`src/rtl/adder_pkg.sv`:
```
// Shared definitions for the bit-serial adder: FSM state encodings and default width.
package adder_pkg;

    localparam int unsigned DEFAULT_WIDTH = 8;

    typedef enum logic [1:0] {
        StIdle = 2'b00,
        StRun  = 2'b01,
        StDone = 2'b10
    } state_e;

endpackage

```
`src/rtl/full_adder.sv`:
```
// Single combinational full-adder cell used by the serial adder datapath.
module full_adder (
    input  logic a,
    input  logic b,
    input  logic cin,
    output logic sum,
    output logic cout
);

    assign sum  = a ^ b ^ cin;
    assign cout = (a & b) | (a & cin) | (b & cin);

endmodule

```
`src/rtl/serial_adder_ctrl.sv`:
```
// Bit-serial adder: one full-adder cell processes a+b+cin LSB first, one bit per clock.
module serial_adder_ctrl
    import adder_pkg::*;
#(
    parameter int unsigned WIDTH = DEFAULT_WIDTH
) (
    input  logic             clk,
    input  logic             rst_n,
    input  logic             start,
    input  logic [WIDTH-1:0] a,
    input  logic [WIDTH-1:0] b,
    input  logic             cin,
    output logic             busy,
    output logic             done,
    output logic [WIDTH-1:0] sum,
    output logic             cout
);

    localparam int unsigned CNT_W = $clog2(WIDTH);
    localparam logic [CNT_W-1:0] LAST_BIT = CNT_W'(WIDTH - 1);

    state_e           state_q, state_d;
    logic [WIDTH-1:0] a_q, a_d;
    logic [WIDTH-1:0] b_q, b_d;
    logic [WIDTH-1:0] work_q, work_d;
    logic [WIDTH-1:0] sum_q, sum_d;
    logic [CNT_W-1:0] cnt_q, cnt_d;
    logic             carry_q, carry_d;
    logic             cout_q, cout_d;
    logic             fa_sum, fa_cout;

    full_adder u_full_adder (
        .a    (a_q[0]),
        .b    (b_q[0]),
        .cin  (carry_q),
        .sum  (fa_sum),
        .cout (fa_cout)
    );

    always_ff @(posedge clk) begin
        if (!rst_n) begin
            state_q <= StIdle;
            a_q     <= '0;
            b_q     <= '0;
            work_q  <= '0;
            sum_q   <= '0;
            cnt_q   <= '0;
            carry_q <= 1'b0;
            cout_q  <= 1'b0;
        end else begin
            state_q <= state_d;
            a_q     <= a_d;
            b_q     <= b_d;
            work_q  <= work_d;
            sum_q   <= sum_d;
            cnt_q   <= cnt_d;
            carry_q <= carry_d;
            cout_q  <= cout_d;
        end
    end

    always_comb begin
        state_d = state_q;
        a_d     = a_q;
        b_d     = b_q;
        work_d  = work_q;
        sum_d   = sum_q;
        cnt_d   = cnt_q;
        carry_d = carry_q;
        cout_d  = cout_q;

        unique case (state_q)
            StIdle: begin
                if (start) begin
                    a_d     = a;
                    b_d     = b;
                    carry_d = cin;
                    work_d  = '0;
                    cnt_d   = '0;
                    state_d = StRun;
                end
            end
            StRun: begin
                a_d     = a_q >> 1;
                b_d     = b_q >> 1;
                carry_d = fa_cout;
                // Sum bits enter at the MSB so the LSB lands at bit 0 after WIDTH shifts.
                work_d  = {fa_sum, work_q[WIDTH-1:1]};
                cnt_d   = cnt_q + CNT_W'(1);
                if (cnt_q == LAST_BIT) begin
                    sum_d   = {fa_sum, work_q[WIDTH-1:1]};
                    cout_d  = fa_cout;
                    cnt_d   = '0;
                    state_d = StDone;
                end
            end
            StDone: begin
                state_d = StIdle;
            end
            default: begin
                state_d = StIdle;
            end
        endcase
    end

    assign busy = (state_q == StRun);
    assign done = (state_q == StDone);
    assign sum  = sum_q;
    assign cout = cout_q;

endmodule

```
`config.mk`:
```
export PLATFORM = sky130hd
export DESIGN_NAME = serial_adder_ctrl
export DESIGN_NICKNAME = d
export VERILOG_FILES = /design/src/rtl/adder_pkg.sv /design/src/rtl/full_adder.sv /design/src/rtl/serial_adder_ctrl.sv
export SDC_FILE = /design/constraint.sdc
export NUM_CORES = 1
export LEC_CHECK = 0
export CAP_MARGIN = 5
export CORE_ASPECT_RATIO = 1.5
export CORE_UTILIZATION = 50
export DETAILED_ROUTE_END_ITERATION = 8
export PLACE_DENSITY = 0.77
export SLEW_MARGIN = 20
export SYNTH_ARGS = -nofsm -noshare
export SYNTH_HDL_FRONTEND = slang
export SYNTH_SLANG_ARGS = --single-unit
```
`constraint.sdc`:
```
create_clock -name clk -period 2.5 [get_ports clk]
set_clock_uncertainty 0.15 [all_clocks]
set_input_delay 0.5 -clock clk [delete_from_list [all_inputs] [get_ports clk]]
set_output_delay 0.5 -clock clk [all_outputs]
set_load 0.1 [all_outputs]
```
==> flow_metrics.tcl <==
set metrics [dict create \
    status "completed" \
    insertion_delay_ns 0.29 \
    clk_pin_slew_worst_paths_ns 0.07 \
    p_leak_uw 0.000781 \
    timing.final.crit_share 0.800 \
    r2r-end "sum[6]" \
    cp-start-kind "flop" \
    yosysSeqAreaShare 0.498 \
    yosys_warnings 0 \
    synth_top_area_cell "dfxtp_1" \
    drive_gt1_frac 0.146 \
    drv_cap 0 \
    setup_viol 0 \
    ys_ff_latch 38 \
    die-width_um 47.1 \
    cts_made_buffers 5 \
    yosys-top-cells-area "dfxtp_1 50%, mux2i_1 9.2%, a211oi_1 6.9%" \
    drtAntennaViolNets 0 \
    top_layer "met4" \
    synth_top_area_share 0.498 \
    worstMarginPinSlew_ns 0.556 \
    max_slew_margin 0.628 \
    final_cell_mix "38 x dfxtp_1, 19 x clkdlybuf4s50_1, 17 x nor2_1, 17 x nand2_1" \
    avgSynthCellArea_um2 9.43 \
    dr.first_iter.drc_count 19 \
    syn_inst 162 \
    worst_hold_path.num_cells 2 \
    critical_path.slowest_cell "dfxtp_1" \
    pre_cts_slack_ns 0.498 \
    rows 24 \
    rrSetupSlack_ns 0.72 \
    antenna_found_initial 0 \
    die_y_um 69.7 \
    grt_pass1_wl_um 4930 \
    ios 31 \
    syn_nets 185 \
    wl_per_cell_um 12.2 \
    slew_viol_final 0 \
    root_buffer "clkbuf_8" \
    fp.coreArea_um2 2910 \
    via_per_inst 5.41 \
    io_buffers 30 \
    critPathMaxFanout 10 \
    layout_commonest_cell "dfxtp_1" \
    hold_class "flop to flop" \
    reg2regPathDepth 5 \
    ir_worst_vdd_mv 0.707 \
    cp_num_buf_inv 3 \
    drtPass1Iterations 4 \
    hold_start "cout" \
    cts_tree "built" \
    diodes 0 \
    synth.distinct_cells 26 \
    cellPowerDensity_nw_per_um2 723 \
    globalRouteTotalUtil 0.205 \
    crit_type "flop to output pin" \
    path_delay_family "buffers and inverters" \
    cts.sinks 38 \
    start_util 0.524 \
    wl_met1_um 1160 \
    wl_met2_um 1490 \
    tns_ns 0 \
    vias 1249 \
    clk_path_buf_depth 2 \
    fmax_ghz 0.500 \
    path_cells "nand2b_1 -> buf_4 -> inv_1 -> buf_12" \
    finish.utilization 0.682 \
    ctsHoldBuffers 0 \
    wl_met3_um 123 \
    nNetsFinal 214 \
    htree_levels 2 \
    dp_hpwl_um 2020 \
    postCtsSetupBuffers 0 \
    grt_pass1_vias 1203 \
    grt_overflow_total 0 \
    finalHoldViolCount 0 \
    r2r-start "cnt_q[0]" \
    endpoint_kind "output pin" \
    critPathMaxStageDelay_ns 0.38 \
    rsz0062_at_grt "false" \
    syn-cell-area_um2 1530 \
    area_delta_synth_final_pct 30.0 \
    finalWirelength_um 2830 \
    place_congestion 0.771 \
    drc 0 \
    fp.dieArea_um2 3280 \
    min_to "cout" \
    cp.required_ns 1.85 \
    grt_start_max_net_pins 41 \
    fin_ws_ns 0.500 \
    min_period_ns 2.00 \
    cp.arrival_ns 1.35 \
    cts-resized-gates 0 \
]
==> tightest hold or removal path: stages (launching register included) <==
cell and delay [ns]:
dfxtp_1 0.32, nand2_1 0.05, a21oi_1 0.05
==> worst max-delay path by stage <==
stage | end | slack, ns | start | depth (start not counted)
floorplan | done | 0.40 | state_q[0] | 3
global placement | a_q[3] | 0.61 | start | 5
detailed placement | a_q[3] | 0.50 | start | 5
CTS | busy | 0.49 | state_q[1] | 4
global route | busy | 0.42 | state_q[1] | 4
finish | busy | 0.50 | state_q[1] | 4
==> logic make-up after synthesis <==
logic type                 after synthesis  synth area share
and+or+nand+nor                         53             0.158
AOI/OAI and AO/OA                       38             0.161
buffers and inverters                   16            0.0622
muxes                                   14            0.0917
DFF                                     38             0.498
adders and majority gates                3            0.0295
==> cell type report <==
cell class                 instances  area, um2
clock buffer                       6       82.6
clock inverter                     2       60.1
fill                             247        927
inverter                           3       11.3
multi-input combinational        108        674
sequential                        38        761
tap                               39       48.8
timing repair buffer              35        348
==> per-stage QoR <==
step           power, uW  cells  hold slack [ns]  cell area, um2
3_3_place_gp         809    223            0.303            1840
3_5_place_dp         815    223            0.307            1840
5_1_grt             1490    231            0.348            1990
4_1_cts             1450    231            0.317            1990
6_report            1440    231            0.316            1990
2_1_floorplan        760    162            0.290            1530
==> registers in the layout, summed over array words and instances (netlist names) <==
register / cells
a_q: 8
b_q: 8
sum: 8
work_q: 7
cnt_q: 3
state_q: 2
carry_q: 1
cout: 1
==> power breakdown <==
| group | total (uW) | internal, uW | switching (uW) | leakage [uW] |
|---|---|---|---|---|
| registers | 649 | 633 | 15.3 | 0.000311 |
| clock network | 635 | 425 | 210 | 0.0000714 |
| logic | 152 | 76.4 | 75.5 | 0.000399 |
| total | 1440 | 1140 | 301 | 0.000781 |
==> synthesized netlist by cell type <==
master    instances
nand3_1          11
buf_6             3
nor4b_1           2
fa_1              1
nand3b_1          1
a21oi_1           1
o21ai_1           1
dfxtp_1          38
o22ai_1           9
ha_1              2
o21ai_2           1
clkbuf_1          3
nand2_1          17
nand2b_1          1
o21ai_0          11
inv_1             3
mux2i_1          14
buf_1             1
a211oi_1         14
or4_4             1
nor2b_1           1
nor3_1            2
o21ba_2           1
buf_4             2
buf_2             4
nor2_1           17
==> metal layers <==
metal | GRT usage | up-vias
li1 | - | 632
met1 | 0.239 | 570
met2 | 0.330 | 39
met3 | 0.0495 | 8
met4 | 0.105 | 0
met5 | 0 | -
No activity file was read; power rests on OpenSTA's default activity.
